`config.mk`:
```
export PLATFORM = sky130hd
export DESIGN_NAME = seg_scan_ctrl
export DESIGN_NICKNAME = d
export VERILOG_FILES = /design/src/rtl/seg_scan_ctrl.sv
export SDC_FILE = /design/constraint.sdc
export NUM_CORES = 1
export LEC_CHECK = 0
export CAP_MARGIN = 20
export CORE_MARGIN = 2
export CORE_UTILIZATION = 42
export DETAILED_ROUTE_END_ITERATION = 8
export GPL_TIMING_DRIVEN = 0
export SLEW_MARGIN = 10
export SYNTH_ARGS = -nofsm -noshare
export SYNTH_HDL_FRONTEND = slang
export SYNTH_SLANG_ARGS = --single-unit
```
`constraint.sdc`:
```
create_clock -name clock -period 6.2 [get_ports clock]
set_input_delay 1.24 -clock clock [delete_from_list [all_inputs] [get_ports clock]]
set_output_delay 1.24 -clock clock [all_outputs]
set_load 0.03 [all_outputs]
```
`src/rtl/seg_scan_ctrl.sv`:
```
// seg_scan_ctrl: multiplexed common-anode seven-segment scanner with frame snapshot,
// leading-zero blanking, brightness PWM and anode dead time. Define SEG_BLINK_EN for blink.
module seg_scan_ctrl #(
   parameter int DIGITS       = 4,
   parameter int SCAN_DIV     = 100000,
   parameter int DEAD_CYC     = 16,
   parameter int BLINK_FRAMES = 250
) (
   input  logic                clock,
   input  logic                reset_n,
   input  logic [4*DIGITS-1:0] value,
   input  logic [DIGITS-1:0]   dp,
   input  logic [DIGITS-1:0]   blank,
`ifdef SEG_BLINK_EN
   input  logic [DIGITS-1:0]   blink,
`endif
   input  logic                lz_blank,
   input  logic [3:0]          brightness,
   output logic [6:0]          seg,
   output logic                dp_n,
   output logic [DIGITS-1:0]   en_seg_n,
   output logic                frame_tick
);
   localparam int SLICE = (SCAN_DIV - DEAD_CYC) / 16;
   localparam int PW    = (SCAN_DIV > 1) ? $clog2(SCAN_DIV) : 1;
   localparam int DW    = (DIGITS > 1) ? $clog2(DIGITS) : 1;
   localparam logic [PW-1:0] PCNT_LAST  = PW'(SCAN_DIV - 1);
   localparam logic [DW-1:0] DIG_LAST   = DW'(DIGITS - 1);
   localparam logic [31:0]   DEAD_START = 32'(DEAD_CYC);

   if (DIGITS < 1 || DIGITS > 8 || SCAN_DIV < DEAD_CYC + 16 || BLINK_FRAMES < 1) begin : g_param_check
      $error("seg_scan_ctrl: illegal parameter combination");
   end

   logic [PW-1:0]         pcnt;
   logic [DW-1:0]         dig;
   logic [4*DIGITS-1:0]   snap_value, eff_value;
   logic [DIGITS-1:0]     snap_dp, eff_dp, snap_blank, eff_blank, lz_mask;
   logic                  snap_lz, eff_lz;
   logic [3:0]            snap_bright, eff_bright, nibble;
   logic                  snap_event, slot_end, frame_end;
   logic                  zero_above, lit, blink_off, visible;
   logic [31:0]           pos, lit_end;

   function automatic logic [6:0] hex_font(input logic [3:0] n);
      case (n)
         4'h0: return 7'h40;  4'h1: return 7'h79;  4'h2: return 7'h24;  4'h3: return 7'h30;
         4'h4: return 7'h19;  4'h5: return 7'h12;  4'h6: return 7'h02;  4'h7: return 7'h78;
         4'h8: return 7'h00;  4'h9: return 7'h10;  4'hA: return 7'h08;  4'hB: return 7'h03;
         4'hC: return 7'h46;  4'hD: return 7'h21;  4'hE: return 7'h06;  default: return 7'h0E;
      endcase
   endfunction

   assign slot_end   = (pcnt == PCNT_LAST);
   assign frame_end  = slot_end && (dig == DIG_LAST);
   assign snap_event = (pcnt == '0) && (dig == '0);

   // On the snapshot cycle itself the fresh inputs are already the frame's contents.
   assign eff_value  = snap_event ? value      : snap_value;
   assign eff_dp     = snap_event ? dp         : snap_dp;
   assign eff_blank  = snap_event ? blank      : snap_blank;
   assign eff_lz     = snap_event ? lz_blank   : snap_lz;
   assign eff_bright = snap_event ? brightness : snap_bright;

   always_comb begin
      // NOTE: every variable gets a default before the loop so no path holds a stale value (no latch).
      lz_mask    = '0;
      zero_above = 1'b1;
      for (int d = DIGITS - 1; d >= 1; d--) begin
         zero_above = zero_above && (eff_value[4*d +: 4] == 4'h0);
         lz_mask[d] = eff_lz && zero_above;
      end
   end

   assign nibble  = eff_value[{dig, 2'b00} +: 4];
   assign pos     = 32'(pcnt);
   assign lit_end = DEAD_START + (32'(eff_bright) + 32'd1) * 32'(SLICE);
   assign lit     = (pos >= DEAD_START) && (pos < lit_end);
   assign visible = lit && !eff_blank[dig] && !lz_mask[dig] && !blink_off;

`ifdef SEG_BLINK_EN
   localparam int BW = (BLINK_FRAMES > 1) ? $clog2(BLINK_FRAMES) : 1;
   localparam logic [BW-1:0] BCNT_LAST = BW'(BLINK_FRAMES - 1);

   logic [BW-1:0]     bcnt;
   logic              phase_on;
   logic [DIGITS-1:0] snap_blink, eff_blink;

   // Phase flips on a frame boundary, so it is constant across every displayed frame.
   always_ff @(posedge clock or negedge reset_n) begin
      if (!reset_n) begin
         bcnt       <= '0;
         phase_on   <= 1'b1;
         snap_blink <= '0;
      end else begin
         if (frame_end) begin
            if (bcnt == BCNT_LAST) begin
               bcnt     <= '0;
               phase_on <= !phase_on;
            end else begin
               bcnt <= bcnt + 1'b1;
            end
         end
         if (snap_event) snap_blink <= blink;
      end
   end

   assign eff_blink = snap_event ? blink : snap_blink;
   assign blink_off = !phase_on && eff_blink[dig];
`else
   assign blink_off = 1'b0;
`endif

   always_ff @(posedge clock or negedge reset_n) begin
      if (!reset_n) begin
         pcnt        <= '0;
         dig         <= '0;
         snap_value  <= '0;
         snap_dp     <= '0;
         snap_blank  <= '1;
         snap_lz     <= 1'b0;
         snap_bright <= '0;
         seg         <= 7'h7F;
         dp_n        <= 1'b1;
         en_seg_n    <= '1;
         frame_tick  <= 1'b0;
      end else begin
         // NOTE: non-blocking assignments so every register samples the pre-edge state.
         pcnt <= slot_end ? '0 : pcnt + 1'b1;
         if (slot_end) dig <= (dig == DIG_LAST) ? '0 : dig + 1'b1;
         if (snap_event) begin
            snap_value  <= value;
            snap_dp     <= dp;
            snap_blank  <= blank;
            snap_lz     <= lz_blank;
            snap_bright <= brightness;
         end
         frame_tick <= snap_event;
         if (visible) begin
            seg      <= hex_font(nibble);
            dp_n     <= !eff_dp[dig];
            en_seg_n <= ~(DIGITS'(1) << dig);
         end else begin
            seg      <= 7'h7F;
            dp_n     <= 1'b1;
            en_seg_n <= '1;
         end
      end
   end
endmodule

```
**Word-level counts from Yosys, hierarchy flattened**

Memory sizes are Yosys's and may differ from the RTL's.
Cells that the tools add are included.

- Register bits after elaboration: 61
- Latch bits: 0
- Memory bits (writable): 0
- ROM bits: 112
- Output and inout port bits: 13
- Word-level logic and storage cells: 58
- Memories: 1

Memory list:

| name | words | bits a word | read ports | clocked after Yosys merged registers in | wr ports | RTL line | text |
|---|---|---|---|---|---|---|---|
| (no name shown) | 16 | 7 | 1 | 0 | 0 | 46 | `case (n)` |

- $add $sub $neg: 4
- Multiply operators: 1
- Divide/modulo/power cells: 0
- Magnitude comparators: 3
- Eq/ne operators: 2
- Shift-type cells: 2
- Muxes and demuxes: 16
- Bitwise gates (word level): 1
- Reduce and logical (&&, ||, !) cells: 17

Operators with widths:

| kind | count |
|---|---|
| adder 5 x 18 -> 19 bit (first input constant) | 1 |
| < comparator 17 x 19 -> 1 bit | 1 |
| multiplier 5 x 13 -> 18 bit (second input constant) | 1 |
| adder 17 x 1 -> 17 bit (second input constant) | 1 |
| equality test 17 bit (second input constant) | 1 |
| >= comparator 17 x 5 -> 1 bit (second input constant) | 1 |
| logical NOT 17 bit | 1 |
| 2-to-1 mux 17 bit | 1 |
| 2-to-1 mux 16 bit | 1 |
| 2-to-1 mux 4 bit | 4 |
| indexed part select 16 x 5 -> 4 bit | 1 |
| logical NOT 4 bit | 3 |
| logical AND 1 bit | 9 |
| 2-to-1 mux 7 bit | 1 |
| binary-select mux 1 bit (select 2 bit) | 3 |
| adder 4 x 1 -> 5 bit (second input constant) | 1 |
| 2-to-1 mux 1 bit | 5 |
| NOT 4 bit | 1 |
| << shifter 1 x 2 -> 4 bit (first input constant) | 1 |
| logical NOT 1 bit | 3 |
| < comparator 2 x 3 -> 1 bit (second input constant) | 1 |
| adder 2 x 1 -> 2 bit (second input constant) | 1 |
| equality test 2 bit (second input constant) | 1 |
| logical NOT 2 bit | 1 |
| 2-to-1 mux 2 bit | 1 |

**Depth between registers and ports, before layout**

- Word-level depth: 12
- Gate-level depth with buffers: 34
- Mapped depth without buffers: 30

**Worst setup path before layout**

OpenSTA, ideal clock, no wires.

- Path kind: register to register
- Start: register pcnt[14]
- End: register seg[1]
- Data arrival time: 6,166 ps
- Data required time: 6,125 ps
- Slack: -41 ps
- Cell stages (with the launch flop): 33
- Cell sequence: dfrtp_1 nor4_2 nand4_1 nor4_4 buf_6 buf_6 mux2i_1 inv_1 ha_1 and3_1 clkbuf_1 nand2b_1 ha_1 inv_1 fa_1 inv_1 ha_1 nand2_1 o21ai_0 o31ai_1 a211o_1 o21bai_1 a21oi_1 xor2_1 ha_1 nand2_1 nor3_1 nand2_1 a211o_1 a22oi_1 a211oi_2 buf_6 o211ai_2

- Elaborated cells between the ends (all ways): 31
- Those cells by class: add/sub (2); mul (1); order compare (2); shift (1); mux (9); reduce/logical (15); memory (1)

RTL lines:

| item | RTL line | text |
|---|---|---|
| start: declaration | 35 | `logic [PW-1:0] pcnt;` |
| start signal: assignment | 129 | `pcnt <= slot_end ? '0 : pcnt + 1'b1;` |
| logical NOT 17 bit | 56 | `assign snap_event = (pcnt == '0) && (dig == '0);` |
| logical AND 1 bit | 56 |  |
| 2-to-1 mux 4 bit | - |  |
| via eff_bright[1] | 40 | `logic [3:0] snap_bright, eff_bright, nibble;` |
| adder 4 x 1 -> 5 bit | 77 | `assign lit_end = DEAD_START + (32'(eff_bright) + 32'd1) * 32'(SLICE);` |
| multiplier 5 x 13 -> 18 bit | 77 |  |
| adder 5 x 18 -> 19 bit | 77 |  |
| < comparator 17 x 19 -> 1 bit | 78 | `assign lit = (pos >= DEAD_START) && (pos < lit_end);` |
| logical AND 1 bit | 78 |  |
| logical AND 1 bit (2 in series) | 79 | `assign visible = lit && !eff_blank[dig] && !lz_mask[dig] && !blink_off;` |
| 2-to-1 mux 7 bit | 139 | `if (visible) begin` |
| end signal: assignment | 140 | `seg <= hex_font(nibble);` |
| end: declaration | 19 | `output logic [6:0] seg,` |

The timed path passes the listed nets, and every way through them passes these cells. The select of a mux whose other input is x is not followed.
A chain may end at the register's enable or synchronous reset.

**Worst setup path in the final report**

- Start: register pcnt[14]
- End: register seg[0]

Same word-level chain as after synthesis.

==> flow_metrics.py <==
metrics = {
    "die": {
        "std_cell_rows": 36,
        "initial_core_util_pct": 43.58,
        "die_w_um": 104.9,
        "core-area_um2": 9819,
        "die_h_um": 104.9,
        "io-pin-count": 44,
        "die_area_um2": 11010,
    },
    "placement": {
        "hpwl_um": 7251,
        "dp.cells": 584,
        "portBuffers": 43,
        "gp_congestion": 0.8276,
    },
    "final_layout": {
        "synthToLayoutAreaGrowth_pct": 32.92,
        "finalNonFillerCells": 630,
        "layout-drive-gt1-share_pct": 30.99,
        "n_fill_cell": 864,
        "final_core_util_pct": 57.93,
        "fin_nets": 582,
        "diodes": 0,
    },
    "global_routing": {
        "grt_max_degree": 62,
        "gr-total-overflow": 0,
        "grt_pass1_vias": 3360,
        "grt_usage_pct": 19.29,
        "antenna_found_initial": 0,
        "grt_pass1_wl_um": 16790,
    },
    "yosys": {
        "synth_nets": 498,
        "ys_async_sr_fraction_pct": 100.0,
        "synth-edff-count": 0,
        "yosys_warnings": 0,
        "ys_seq_area_share_pct": 36.14,
        "synth_cell_types": 60,
        "avgSynthCellArea_um2": 10.49,
        "syn_inst": 408,
        "ys.flop_type": "dfrtp_1",
        "synth_area_um2": 4279,
        "synth-seq-cells": 61,
    },
    "timing": {
        "hold_violations": 0,
        "slew_headroom_pct": 47.25,
        "timing.final.crit_share_pct": 99.06,
        "fin_crit_ns": 6.142,
        "fin_worst_skew_ns": 0.01363,
        "finalHoldWorstSlack_ns": 0.5019,
        "max_freq_mhz": 162.8,
        "setup_violations": 0,
        "tightest_slew_ns": 0.7912,
        "rsz0062_at_grt": "true",
        "drv_slew": 0,
    },
    "run_status": {
        "status": "finished clean",
    },
    "critical_path": {
        "r2r_cells": 30,
        "path_class": "reg2reg",
        "reg2reg_from": "pcnt[14]$_DFF_PN0_",
        "critPathCaptureType": "flip-flop",
        "crit_top_cell": "ha_4",
        "critPathRequiredTime_ns": 6.49,
        "r2r_end": "seg[0]$_DFF_PN1_",
        "critPathSlowestCell": "fa_1",
        "critPathArrivalTime_ns": 6.43,
        "crit_fanout": 5,
        "max_stage_delay_ns": 0.49,
        "start_kind": "flip-flop",
        "cp-startpoint": "pcnt[14]$_DFF_PN0_",
        "r2r_slack_ns": 0.06,
        "endpoint": "seg[0]$_DFF_PN1_",
    },
    "clock_tree": {
        "clockBufferDepth": 2,
        "cts_tree": "done",
        "root_buffer": "clkbuf_8",
        "numCtsBuffers": 9,
        "clkTransAtPathRegs_ns": 0.09,
        "clk_latency_ns": 0.35,
        "htreeDepth": 3,
        "cts_sinks": 61,
    },
    "hold_path": {
        "hp-start": "snap_dp[3]$_DFF_PN0_",
        "min_path_type": "reg2reg",
    },
    "detailed_routing": {
        "drt_iter0_drc": 131,
        "ant_nets": 0,
        "vias": 3379,
        "avgViaCountPerCell": 5.363,
        "drc": 0,
        "wirelength_um": 10300,
        "firstDrtPassIters": 4,
        "wl_per_cell_um": 16.35,
    },
    "power_and_ir_drop": {
        "powerDensity_nw_per_um2": 206.0,
        "ir_worst_vdd_mv": 0.1141,
        "p_leak_uw": 0.002509,
    },
    "job": {
        "drv_cap": 0,
    },
}
==> cell type report <==
| type | count | area [µm²] | area share [%] |
|---|---|---|---|
| plain buffers | 9 | 65.06 | 1.144 |
| clock buffers | 9 | 123.9 | 2.178 |
| clock inverters | 7 | 105.1 | 1.848 |
| inverters | 30 | 121.4 | 2.134 |
| multi-input cells | 304 | 2820 | 49.58 |
| flip-flops and latches | 61 | 1553 | 27.30 |
| well taps | 133 | 166.4 | 2.926 |
| repair buffers | 77 | 733.2 | 12.89 |
==> synth_stat cells (all sizes together) (8+ instances only) <==
cell   number  area (µm²)
nand3       8       40.04
mux2i      13       133.9
o21ai      14       73.82
dfrtp      45        1126
xor2       12       105.1
ha         57       713.2
inv        28       105.1
nand2      26       97.59
xnor2      12       105.1
nor2       37       138.9
a21oi      13       65.06
dfstp      16       420.4
mux2       26       292.8
==> worst min-delay path by stage <==
stage                                    endpoint  slack, ns  depth (start not counted)
after CTS                    snap_dp[3]$_DFF_PN0_       0.51                          1
after detailed placement     snap_dp[3]$_DFF_PN0_       0.49                          1
after floorplan           snap_value[1]$_DFF_PN0_       0.47                          1
after global placement    snap_value[0]$_DFF_PN0_       0.48                          1
after global routing         snap_dp[1]$_DFF_PN0_       0.52                          1
final                        snap_dp[3]$_DFF_PN0_       0.50                          1
==> kinds of logic (layout without fill, tap and decap cells) <==
group	count (synthesis)	count (layout)	synth area share, %
other	1	1	0.08764
AO/OA/AOI/OAI	63	63	10.38
AND/OR/NAND/NOR	111	111	12.84
adder cells (fa/ha/maj)	59	59	17.60
flip-flops	61	61	36.14
XOR/XNOR	24	24	4.912
buffers and inverters	43	132	4.386
multiplexers	46	46	13.65
==> what timing repair did <==
| item | CTS | global route |
|---|---|---|
| endpoints found under the setup margin | 12 | 12 |
| buffers inserted | 16 | 18 |
| hold buffers | 0 | 0 |
| pin swaps | 6 | 33 |
| gates resized for setup | 27 | 41 |
| gates cloned | 0 | 1 |
==> report_power, final <==
group / switching (µW) / internal [µW] / total (µW)
Sequential: 6.06 / 416 / 422
Clock: 194 / 233 / 427
Combinational: 162 / 161 / 323
==> registers in the layout, summed over array words and instances, names as in the netlist <==
| signal | count |
|---|---|
| dp_n | 1 |
| snap_value | 16 |
| en_seg_n | 4 |
| snap_lz | 1 |
| snap_blank | 4 |
| seg | 7 |
| pcnt | 17 |
| frame_tick | 1 |
| snap_dp | 4 |
| snap_bright | 4 |
| dig | 2 |
==> critical path: cells and delay by family (launching register included) <==
family,cells,cell delay [ns]
fa+ha+maj,5,1.56
simple gates,9,1.53
compound gates,9,1.42
xor+xnor,1,0.17
buf+inv,5,0.59
mux,1,0.34
flops,1,0.44
==> through the flow <==
| stage | area, µm² | setup slack [ns] | power, µW | setup TNS, ns |
|---|---|---|---|---|
| detailed placement | 4873 | -1.247 | 678.4 | -14.45 |
| global placement | 4876 | -1.181 | 673.0 | -13.69 |
| global route | 5688 | -0.2393 | 1234 | -2.534 |
| CTS | 5329 | 0.04568 | 1126 | 0 |
| finish | 5688 | 0.05798 | 1172 | 0 |
| floorplan | 4279 | 0.002395 | 601.3 | 0 |
==> layout by cell type (no fill, tap or decap), types with 6 or more instances in the layout <==
cell type	netlist	routed
inv_1	27	23
xnor2_1	12	10
mux2i_1	12	9
o21ai_0	13	11
clkdlybuf4s50_1	0	42
xor2_1	12	12
mux2_2	25	24
nand2_1	26	17
nor2_1	37	36
mux4_2	7	7
nand4_1	6	6
a21oi_1	13	11
a21o_1	7	7
dfrtp_1	45	40
ha_4	0	7
ha_1	57	50
buf_4	0	30
clkbuf_8	0	9
nand2_2	0	7
nand3_1	8	8
dfstp_2	16	16
==> routing by layer <==
metal	vias up	global-route usage (%)	wire length, µm
met1	1660	24.01	4568
li1	1620	-	-
met4	0	6.286	247
met2	79	32.93	5066
met3	20	4.554	420
met5	-	0	0
Power figures use the tool's default switching activity.
